## config.mk

```make
export PLATFORM = sky130hd
export DESIGN_NAME = adc_spi_target
export DESIGN_NICKNAME = d
export VERILOG_FILES = /design/src/rtl/adc_target_pkg.sv /design/src/rtl/adc_target_sync.sv /design/src/rtl/adc_spi_target.sv
export SDC_FILE = /design/constraint.sdc
export NUM_CORES = 1
export LEC_CHECK = 0
export ABC_CLOCK_PERIOD_IN_PS = 4300
export BUFFER_PORTS_ARGS = -buffer_cell sky130_fd_sc_hd__buf_2
export CAP_MARGIN = 20
export CORE_MARGIN = 2
export CORE_UTILIZATION = 60
export DETAILED_ROUTE_END_ITERATION = 8
export GPL_ROUTABILITY_DRIVEN = 0
export PLACE_DENSITY = 0.81
export SKIP_LAST_GASP = 1
export SYNTH_ARGS = -nofsm -noshare
export SYNTH_HDL_FRONTEND = slang
export SYNTH_SLANG_ARGS = --single-unit
export TNS_END_PERCENT = 50
```

## constraint.sdc

```tcl
create_clock -name clk -period 4.3 [get_ports clk]
set_input_delay 0.86 -clock clk [delete_from_list [all_inputs] [get_ports clk]]
set_output_delay 0.86 -clock clk [all_outputs]
set_load 0.03 [all_outputs]
```

## src/rtl/adc_target_pkg.sv

```systemverilog
// Shared types and register constants for the ADC SPI target emulator.
package adc_target_pkg;

    typedef enum logic [1:0] {
        ONE  = 2'b00,
        TWO  = 2'b01,
        FOUR = 2'b10
    } lane_mode_e;

    typedef enum logic {
        CONVERSION = 1'b0,
        REG_ACCESS = 1'b1
    } dev_mode_e;

    localparam logic [14:0] REG_MODE_ADDR = 15'h0020;
    localparam logic [14:0] REG_EXIT_ADDR = 15'h0014;
    localparam logic [2:0]  REG_ENTRY_OP  = 3'b101;

    // Code 2'b11 is kept in the register but reads out as a single lane.
    function automatic logic [2:0] lane_count(input logic [1:0] lm);
        case (lm)
            TWO:     lane_count = 3'd2;
            FOUR:    lane_count = 3'd4;
            default: lane_count = 3'd1;
        endcase
    endfunction

endpackage

```

## src/rtl/adc_target_sync.sv

```systemverilog
// Multi-stage input synchroniser with rise/fall detection on the synchronised level.
module adc_target_sync #(
    parameter int   STAGES    = 2,
    parameter logic RESET_VAL = 1'b0
) (
    input  logic clk,
    input  logic resetn,
    input  logic din,
    output logic q,
    output logic rise,
    output logic fall
);

    logic [STAGES-1:0] chain;
    logic              prev;

    always_ff @(posedge clk or negedge resetn) begin
        if (!resetn) begin
            chain <= {STAGES{RESET_VAL}};
            prev  <= RESET_VAL;
        end else begin
            chain <= {chain[STAGES-2:0], din};
            prev  <= chain[STAGES-1];
        end
    end

    assign q    = chain[STAGES-1];
    assign rise = q & ~prev;
    assign fall = ~q & prev;

endmodule

```

## src/rtl/adc_spi_target.sv

```systemverilog
// SPI responder emulating the converter side of the adc_manager link.
// Build option ADC_TARGET_CNT_PATTERN_EN replaces sample_data with an internal counting pattern.
module adc_spi_target
    import adc_target_pkg::*;
#(
    parameter int DATA_WIDTH  = 32,
    parameter int CNV_CYCLES  = 28,
    parameter int SYNC_STAGES = 2
) (
    input  logic                  clk,
    input  logic                  resetn,
    input  logic                  spi_cnv,
    output logic                  spi_busy,
    input  logic                  spi_sck,
    input  logic                  spi_csn,
    input  logic                  spi_resetn,
    input  logic                  spi_sdi,
    output logic [3:0]            spi_sdo,
    input  logic [DATA_WIDTH-1:0] sample_data,
    output logic                  sample_req,
    output logic [1:0]            lane_mode,
    output logic                  reg_mode,
    output logic                  cmd_valid,
    output logic [23:0]           cmd_data
);

    localparam int IDX_W = $clog2(DATA_WIDTH + 1);
    localparam int CNT_W = (CNV_CYCLES > 1) ? $clog2(CNV_CYCLES) : 1;

    localparam logic [0:0] ST_IDLE = 1'b0;
    localparam logic [0:0] ST_CONV = 1'b1;

    logic cnv_rise, sck_rise, csn_q, csn_rise, csn_fall, sdi_q, srst_q, soft_rst;
    logic unused_cnv_q, unused_cnv_fall, unused_sck_q, unused_sck_fall;
    logic unused_sdi_rise, unused_sdi_fall, unused_srst_rise, unused_srst_fall;

    adc_target_sync #(.STAGES(SYNC_STAGES), .RESET_VAL(1'b0)) u_sync_cnv (
        .clk(clk), .resetn(resetn), .din(spi_cnv),
        .q(unused_cnv_q), .rise(cnv_rise), .fall(unused_cnv_fall));
    adc_target_sync #(.STAGES(SYNC_STAGES), .RESET_VAL(1'b0)) u_sync_sck (
        .clk(clk), .resetn(resetn), .din(spi_sck),
        .q(unused_sck_q), .rise(sck_rise), .fall(unused_sck_fall));
    adc_target_sync #(.STAGES(SYNC_STAGES), .RESET_VAL(1'b1)) u_sync_csn (
        .clk(clk), .resetn(resetn), .din(spi_csn),
        .q(csn_q), .rise(csn_rise), .fall(csn_fall));
    adc_target_sync #(.STAGES(SYNC_STAGES), .RESET_VAL(1'b0)) u_sync_sdi (
        .clk(clk), .resetn(resetn), .din(spi_sdi),
        .q(sdi_q), .rise(unused_sdi_rise), .fall(unused_sdi_fall));
    adc_target_sync #(.STAGES(SYNC_STAGES), .RESET_VAL(1'b0)) u_sync_srst (
        .clk(clk), .resetn(resetn), .din(spi_resetn),
        .q(srst_q), .rise(unused_srst_rise), .fall(unused_srst_fall));

    assign soft_rst = ~srst_q;

    logic [0:0]            state;
    logic [CNT_W-1:0]      cnt;
    logic [DATA_WIDTH-1:0] word;
    logic [DATA_WIDTH-1:0] capture_word;
    logic [IDX_W-1:0]      idx;
    logic [IDX_W-1:0]      idx_next;
    logic [23:0]           shreg;
    logic                  data_ready;
    logic                  capture;
    dev_mode_e             dev_mode;

    assign capture  = (state == ST_CONV) && (cnt == '0);
    assign idx_next = idx - IDX_W'(lane_count(lane_mode));
    assign reg_mode = (dev_mode == REG_ACCESS);

`ifdef ADC_TARGET_CNT_PATTERN_EN
    logic [DATA_WIDTH-1:0] pat_cnt;
    logic                  unused_sample;
    assign unused_sample = ^sample_data;
    assign capture_word  = pat_cnt;

    always_ff @(posedge clk or negedge resetn) begin
        if (!resetn) begin
            pat_cnt <= '0;
        end else if (soft_rst) begin
            pat_cnt <= '0;
        end else if (capture) begin
            pat_cnt <= pat_cnt + 1'b1;
        end
    end
`else
    assign capture_word = sample_data;
`endif

    // Align the group ending at bit idx-1 to the top, then lane k takes word[idx-1-k].
    function automatic logic [3:0] group_at(input logic [DATA_WIDTH-1:0] w,
                                            input logic [IDX_W-1:0] i,
                                            input logic [1:0] lm);
        logic [DATA_WIDTH-1:0] aligned;
        logic [3:0]            g;
        aligned = w << (IDX_W'(DATA_WIDTH) - i);
        g       = 4'b0000;
        g[0]    = aligned[DATA_WIDTH-1];
        if (lm == TWO || lm == FOUR) g[1] = aligned[DATA_WIDTH-2];
        if (lm == FOUR) g[3:2] = {aligned[DATA_WIDTH-4], aligned[DATA_WIDTH-3]};
        return g;
    endfunction

    always_ff @(posedge clk or negedge resetn) begin
        if (!resetn) begin
            state <= ST_IDLE;  cnt <= '0;  word <= '0;  idx <= '0;  shreg <= '0;
            data_ready <= 1'b0;  spi_busy <= 1'b0;  spi_sdo <= 4'b0;  sample_req <= 1'b0;
            lane_mode <= ONE;  dev_mode <= CONVERSION;  cmd_valid <= 1'b0;  cmd_data <= '0;
        end else if (soft_rst) begin
            state <= ST_IDLE;  cnt <= '0;  word <= '0;  idx <= '0;  shreg <= '0;
            data_ready <= 1'b0;  spi_busy <= 1'b0;  spi_sdo <= 4'b0;  sample_req <= 1'b0;
            lane_mode <= ONE;  dev_mode <= CONVERSION;  cmd_valid <= 1'b0;  cmd_data <= '0;
        end else begin
            sample_req <= 1'b0;
            cmd_valid  <= 1'b0;

            // A cnv rise while idle (even mid-readout) discards the pending word.
            if (state == ST_IDLE) begin
                if (cnv_rise) begin
                    state      <= ST_CONV;
                    spi_busy   <= 1'b1;
                    cnt        <= CNT_W'(CNV_CYCLES - 1);
                    data_ready <= 1'b0;
                end
            end else if (capture) begin
                state      <= ST_IDLE;
                spi_busy   <= 1'b0;
                word       <= capture_word;
                sample_req <= 1'b1;
                data_ready <= 1'b1;
                idx        <= IDX_W'(DATA_WIDTH);
            end else begin
                cnt <= cnt - 1'b1;
            end

            if (csn_fall) begin
                shreg   <= '0;
                spi_sdo <= (data_ready && dev_mode == CONVERSION) ?
                           group_at(word, idx, lane_mode) : 4'b0000;
            end else if (!csn_q && sck_rise) begin
                shreg <= {shreg[22:0], sdi_q};
                if (data_ready && dev_mode == CONVERSION) begin
                    idx <= idx_next;
                    if (idx_next == '0) data_ready <= 1'b0;
                    else                spi_sdo    <= group_at(word, idx_next, lane_mode);
                end
            end

            if (csn_rise) begin
                cmd_valid <= 1'b1;
                cmd_data  <= shreg;
                if (shreg[23:21] == REG_ENTRY_OP) begin
                    dev_mode <= REG_ACCESS;
                end else if (dev_mode == REG_ACCESS && shreg[23:8] == {1'b0, REG_MODE_ADDR}) begin
                    lane_mode <= shreg[7:6];
                end else if (dev_mode == REG_ACCESS && shreg[23:8] == {1'b0, REG_EXIT_ADDR}
                             && shreg[0]) begin
                    dev_mode <= CONVERSION;
                end
            end
        end
    end

endmodule

```

Yosys cells after proc, flatten, opt, wreduce, memory -nomap -nowiden
Index checks and enable logic that the tools add are counted.
{"block": "classes", "addsub": 4, "eq_ne": 18, "shift": 2, "muxes": 59, "bitwise": 9, "n_reduce_logical": 16}
{"op": "$mux W24", "count": 5}
{"op": "$mux W32", "count": 3}
{"op": "$shl A32 B6 Y32", "count": 2}
{"op": "$mux W6", "count": 6}
{"op": "$mux W1", "count": 28}
{"op": "$mux W4", "count": 6}
{"op": "$ne A3 B3 Y1 const B", "count": 8}
{"op": "$mux W5", "count": 4}
{"op": "$eq A16 B5 Y1 const B", "count": 1}
{"op": "$eq A16 B6 Y1 const B", "count": 1}
{"op": "$mux W2", "count": 6}
{"op": "$sub A6 B6 Y6 const A", "count": 2}
{"op": "$ne A2 B2 Y1 const B", "count": 5}
{"op": "$reduce_and A3 Y1", "count": 3}
{"op": "$logic_and A1 B1 Y1", "count": 6}
{"op": "$logic_not A6 Y1", "count": 1}
{"op": "$pmux W3 S2", "count": 1}
{"op": "$reduce_and A2 Y1", "count": 3}
{"op": "$sub A6 B3 Y6", "count": 1}
{"op": "$logic_not A5 Y1", "count": 1}
{"op": "$not A1 Y1", "count": 5}
{"op": "$sub A5 B1 Y5 const B", "count": 1}
{"op": "$and A1 B1 Y1", "count": 4}
{"op": "$eq A3 B3 Y1 const B", "count": 1}
{"op": "4 further kinds", "count": 4}
{"block": "word_totals", "regBits": 116, "out_inout_bits": 34}

Logic depth before layout (Yosys ltp)
{"block": "depth", "word_depth": 11, "ltp_mapped": 17}

Cells and area by module
A second synthesis with hierarchy kept.
{"block": "unflattened", "hier_cells": 708, "hier_area_um2": 7284.5}
{"mod": "adc_spi_target", "n_inst": 1, "cells_each": 683, "area_per_inst_um2": 6830.3}
{"mod": "adc_target_sync at u_sync_cnv ...", "n_inst": 4, "cells_each": 5, "area_per_inst_um2": 90.1}
{"mod": "adc_target_sync at u_sync_csn", "n_inst": 1, "cells_each": 5, "area_per_inst_um2": 93.8}

Least setup slack after synthesis
Ideal clock, no wire load.
{"block": "synth_timing", "path_type": "reg-to-reg", "startpoint": "register idx[0]", "endpoint": "register spi_sdo[2]", "setup_ps": 122, "arrival_time_ps": 3883, "slack_ps": 295, "stages_incl_launch_ff": 15, "path_cell_list": "dfrtp_1 clkbuf_8 inv_1 buf_1 ha_1 inv_1 fa_1 inv_1 ha_1 buf_2 buf_2 mux4_1 a2111oi_0 nor4_1 a32o_1"}
{"block": "synth_via", "elab_chain_cells": 9, "word_cells_on_any_way": 16, "classes_between": "3 x add/sub; 1 x eq/ne; 2 x shift; 8 x mux; 2 x reduce/logical"}
{"item": "start, declared", "line_no": "adc_spi_target.sv:59", "rtl": "logic [IDX_W-1:0] idx;"}
{"item": "start signal, assigned", "line_no": "adc_spi_target.sv:130", "rtl": "idx <= IDX_W'(DATA_WIDTH);"}
{"item": "start signal, assigned", "line_no": "adc_spi_target.sv:142", "rtl": "idx <= idx_next;"}
{"item": "$sub A6 B3 Y6", "line_no": "adc_spi_target.sv:67", "rtl": "assign idx_next = idx - IDX_W'(lane_count(lane_mode));"}
{"item": "$sub A6 B6 Y6", "line_no": "adc_spi_target.sv:95", "rtl": "aligned = w << (IDX_W'(DATA_WIDTH) - i);"}
{"item": "$shl A32 B6 Y32", "line_no": "adc_spi_target.sv:95"}
{"item": "$mux W2", "line_no": "adc_spi_target.sv:99", "rtl": "if (lm == FOUR) g[3:2] = {aligned[DATA_WIDTH-4], aligned[DATA_WIDTH-3]};"}
{"item": "$mux W4", "line_no": "adc_spi_target.sv:143", "rtl": "if (idx_next == '0) data_ready <= 1'b0;"}
{"item": "$mux W4", "line_no": "adc_spi_target.sv:141", "rtl": "if (data_ready && dev_mode == CONVERSION) begin"}
{"item": "$mux W4", "line_no": "adc_spi_target.sv:139", "rtl": "end else if (!csn_q && sck_rise) begin"}
{"item": "$mux W4", "line_no": "adc_spi_target.sv:135", "rtl": "if (csn_fall) begin"}
{"item": "$mux W4", "line_no": "adc_spi_target.sv:108", "rtl": "end else if (soft_rst) begin"}
{"item": "end signal, assigned", "line_no": "adc_spi_target.sv:137", "rtl": "spi_sdo <= (data_ready && dev_mode == CONVERSION) ?"}
{"item": "end signal, assigned", "line_no": "adc_spi_target.sv:144", "rtl": "else spi_sdo <= group_at(word, idx_next, lane_mode);"}
{"item": "end, declared", "line_no": "adc_spi_target.sv:18", "rtl": "output logic [3:0] spi_sdo,"}
Parallel ways exist; a longest one is shown, timed or not. The select of a mux whose other input is x is not followed.
A chain may end at the register's enable or synchronous reset.

Worst setup path after layout
{"block": "layout_timing", "startpoint": "register lane_mode[0]", "endpoint": "register spi_sdo[1]"}
{"block": "layout_via", "elab_chain_cells": 11, "word_cells_on_any_way": 18, "classes_between": "2 x add/sub; 3 x eq/ne; 1 x shift; 9 x mux; 3 x reduce/logical"}
{"item": "start, declared", "line_no": "adc_spi_target.sv:21", "rtl": "output logic [1:0] lane_mode,"}
{"item": "start signal, assigned", "line_no": "adc_spi_target.sv:154", "rtl": "lane_mode <= shreg[7:6];"}
{"item": "$eq A2 B2 Y1 or $eq A2 B1 Y1 (tied branches)", "line_no": "adc_target_pkg.sv:21, adc_spi_target.sv:98"}
{"item": "$pmux W3 S2", "line_no": "adc_target_pkg.sv:21", "rtl": "case (lm)"}
{"item": "$sub A6 B3 Y6", "line_no": "adc_spi_target.sv:67"}
{"item": "$sub A6 B6 Y6", "line_no": "adc_spi_target.sv:95"}
{"item": "$shl A32 B6 Y32", "line_no": "adc_spi_target.sv:95"}
{"item": "$mux W1", "line_no": "adc_spi_target.sv:98", "rtl": "if (lm == TWO || lm == FOUR) g[1] = aligned[DATA_WIDTH-2];"}
{"item": "$mux W4", "line_no": "adc_spi_target.sv:143"}
{"item": "$mux W4", "line_no": "adc_spi_target.sv:141"}
{"item": "$mux W4", "line_no": "adc_spi_target.sv:139"}
{"item": "$mux W4", "line_no": "adc_spi_target.sv:135"}
{"item": "$mux W4", "line_no": "adc_spi_target.sv:108"}
Parallel ways exist; a longest one is shown, timed or not. The select of a mux whose other input is x is not followed.

==> impl_results.md <==
- Worst min path class: register to register
- Rows: 39
- Antenna-violating nets left: 0
- I/O Pins: between 70 and 80
- Critical Path Start Type: register
- Max clock buf depth: 2
- Hold depth: 0
- Vias in the first global route: ~5600
- Final critical-path setup slack: about 250 ps
- Top layer in use: met4
- Synth Cell Area: about 0.0072 mm^2
- Layout cells sized above 1: roughly a quarter
- Area Overhead vs Synth: 14.0%
- # DRC: 0
- Post-CTS Resized: 0
- # diodes: 0
- Critical Path Fanout Max: 20
- Pwr per Cell Area: 344 mW/mm^2
- Total Wirelength: between 15 and 20 mm
- Top cells by count, synth: nand2_1 (136), dfrtp_1 (113), a21boi_0 (57)
- Gate Count Post-Synth: roughly 680
- Pleak: about 3.5 nW
- Slew margin rel.: a little over two fifths
- H-tree level count: 4
- Yosys top cell by area: dfrtp_1
- Max Fclk: 0.247 GHz
- Antenna violations before repair: 0
- Hold WS: between 300 and 400 ps
- Setup TNS Final: 0 ps
- Share of the synthesized area in the top cell type: about two fifths
- Syn_nets: roughly 730
- Worst slew pin tran: 872 ps
- Placed cell areas: roughly 0.0076 mm^2
- Core Box Area: around 0.012 mm^2
- Clk sinks: approximately 120
- Reg2reg start: lane_mode[0]
- Later-pin clock latency in the skew report: 420 ps
- Largest net degree at the start of global routing: 68
- Fin area: 0.00817 mm^2
- Clock slew at reported path FFs: approximately 60 ps
- Crit path kind: register to register
- Design Power: 0.00281 W
- EDFF count, synth: 0
- Minimum clock period: around 4000 ps
- Max-slew violations: 0
- Die height: ~110 um
- Filler cell count: 777
- Post-cts hold buffer count: 0
- Final setup viols: 0
- Number of CTS-inserted buffers: 17
- #FFs+latches synth: 116
- Final hold violations: 0
- RSZ-0062 raised after global routing: no
- Hold Crit Endpoint: u_sync_srst.chain[1]
- CP endpoint kind: register
- R2R Setup Slk: between 200 and 300 ps
- Hold_sp: u_sync_srst.chain[0]
- RR Endpoint: spi_sdo[1]
- Drt first-iter violations: between 500 and 600
- Nets: just under 800
- Pre-CTS setup slack: roughly 130 ps
- Clk_skew: a little over 9 ps
- Max-Cap Viols: 0
- Status: finished clean
- Post-DR vias/cell: 6.53
- Synth Warn #: 0
- DP HPWL: about 12 mm
- GRT overflow: 0
- Avg Inst Size Synth: 10.6 um^2
- I/O Buffers: between 70 and 80
- Cell variety after synth: approximately 70
- Async set or reset register ratio after synthesis: between 90% and 100%
- GRT Resource Usage Total: between 20% and 30%
- Clock root buffer: clkbuf_16
- Reg2reg path depth: 14
- Top post-synthesis cells by area: dfrtp_1 (39%), mux4_2 (10%), nand2_1 (7.1%)
- Setup bufs post-CTS: 0
- Routed len/inst: ~20 um
- Final worst-path cycle share: between 90% and 100%
- Met3 wire len: 1.59 mm
- VDD IR max: ~0.65 mV
- CTS tree: yes
- Count leader, synth: nand2_1
- Die width: between 100 and 150 um
- Worst path arrival time: around 4400 ps
- Most used DFF post-synth: dfrtp_1
- Drt first pass iters: 5
- First-pass GRT wire length: 29.2 mm
- CP Data Required Time: about 4600 ps
- DR WL met2: around 8.6 mm
- Die area: around 0.013 mm^2
- Met1 wire length: 7.20 mm
- Sequential fraction of the synthesis area: between 40 and 50%
- Vias post-DR: 5821
- Starting Density: 62.3%
==> flip-flops by register name, summed over array words and instances, names as in the netlist <==
| signal | cells |
|---|---|
| u_sync_csn.prev | 1 |
| u_sync_csn.chain | 2 |
| u_sync_srst.chain | 2 |
| word | 32 |
| shreg | 24 |
| u_sync_cnv.prev | 1 |
| spi_sdo | 4 |
| state | 1 |
| u_sync_sdi.chain | 2 |
| cmd_valid | 1 |
| cnt | 5 |
| u_sync_sck.chain | 2 |
| sample_req | 1 |
| spi_busy | 1 |
| data_ready | 1 |
| cmd_data | 24 |
| idx | 6 |
| reg_mode | 1 |
| u_sync_cnv.chain | 2 |
| u_sync_sck.prev | 1 |
| lane_mode | 2 |
==> worst max-delay path, cell delays in order (launching register included) <==
cell,delay [ps]
dfrtp_1,380
inv_1,90
ha_1,320
ha_1,170
inv_1,60
fa_1,540
inv_1,60
ha_1,490
buf_4,370
mux4_2,540
nand2_1,90
o21ai_0,110
o32ai_1,330
a311oi_1,100
a32o_1,260
==> through the flow <==
| step | instances | util (%) |
|---|---|---|
| 2_1_floorplan | 676 | - |
| 3_3_place_gp | 859 | 65.7 |
| 3_5_place_dp | 859 | 65.7 |
| 4_1_cts | 891 | 70.9 |
| 5_1_grt | 892 | 71.0 |
| 6_report | 892 | 71.0 |
==> final cells by class <==
| cell class | instances | area [um^2] | share of cell area (%) |
|---|---|---|---|
| inverters | 14 | 52.6 | 0.643 |
| clock inverters | 7 | 97.6 | 1.19 |
| well taps | 143 | 179 | 2.19 |
| multi-input cells | 496 | 3930 | 48.1 |
| flip-flops and latches | 116 | 2910 | 35.6 |
| repair buffers | 91 | 509 | 6.23 |
| clock buffers | 25 | 495 | 6.06 |
==> cells by family after synthesis <==
group,count (synthesis),synth area share (%)
compound gates,152,16.1
xor+xnor,15,2.41
fa+ha+maj,11,2.02
buf+inv,64,4.73
flops,116,40.5
mux,90,19.4
simple gates,228,14.7
==> placed cells by master (no fill, tap or decap), drive strengths merged, types with 5 or more instances in the layout <==
| cell | instances |
|---|---|
| a211oi | 10 |
| a21boi | 57 |
| a21oi | 15 |
| a22o | 25 |
| a22oi | 8 |
| and2 | 6 |
| buf | 91 |
| clkbuf | 25 |
| dfrtp | 113 |
| ha | 10 |
| inv | 14 |
| mux2 | 12 |
| mux2i | 41 |
| mux4 | 37 |
| nand2 | 136 |
| nand3 | 5 |
| nor2 | 22 |
| nor2b | 18 |
| nor3 | 14 |
| o21ai | 11 |
| xnor2 | 9 |
| xor2 | 6 |
==> how the worst max path moves through the flow <==
stage / startpoint / cells past startpoint / slack (ps) / to
6_report: lane_mode[0] / 14 / 250 / spi_sdo[1]
5_1_grt: lane_mode[0] / 14 / 30 / spi_sdo[1]
4_1_cts: lane_mode[0] / 14 / 110 / spi_sdo[0]
3_5_place_dp: lane_mode[0] / 14 / 130 / spi_sdo[0]
3_3_place_gp: lane_mode[0] / 14 / 300 / spi_sdo[0]
2_1_floorplan: idx[0] / 14 / 300 / spi_sdo[2]
==> report_power, final <==
| part | switching (W) | total (W) | internal (W) |
|---|---|---|---|
| registers | 0.0000456 | 0.00117 | 0.00112 |
| logic | 0.000136 | 0.000236 | 0.0000997 |
| clock network | 0.000494 | 0.00141 | 0.000915 |
==> layer usage <==
layer / up-vias / global-route usage (%)
li1: 2577 / -
met1: 2883 / 40.3
met2: 318 / 46.1
met3: 43 / 7.28
met4: 0 / 9.59
met5: - / 0
No activity file was read; power rests on OpenSTA's default activity.
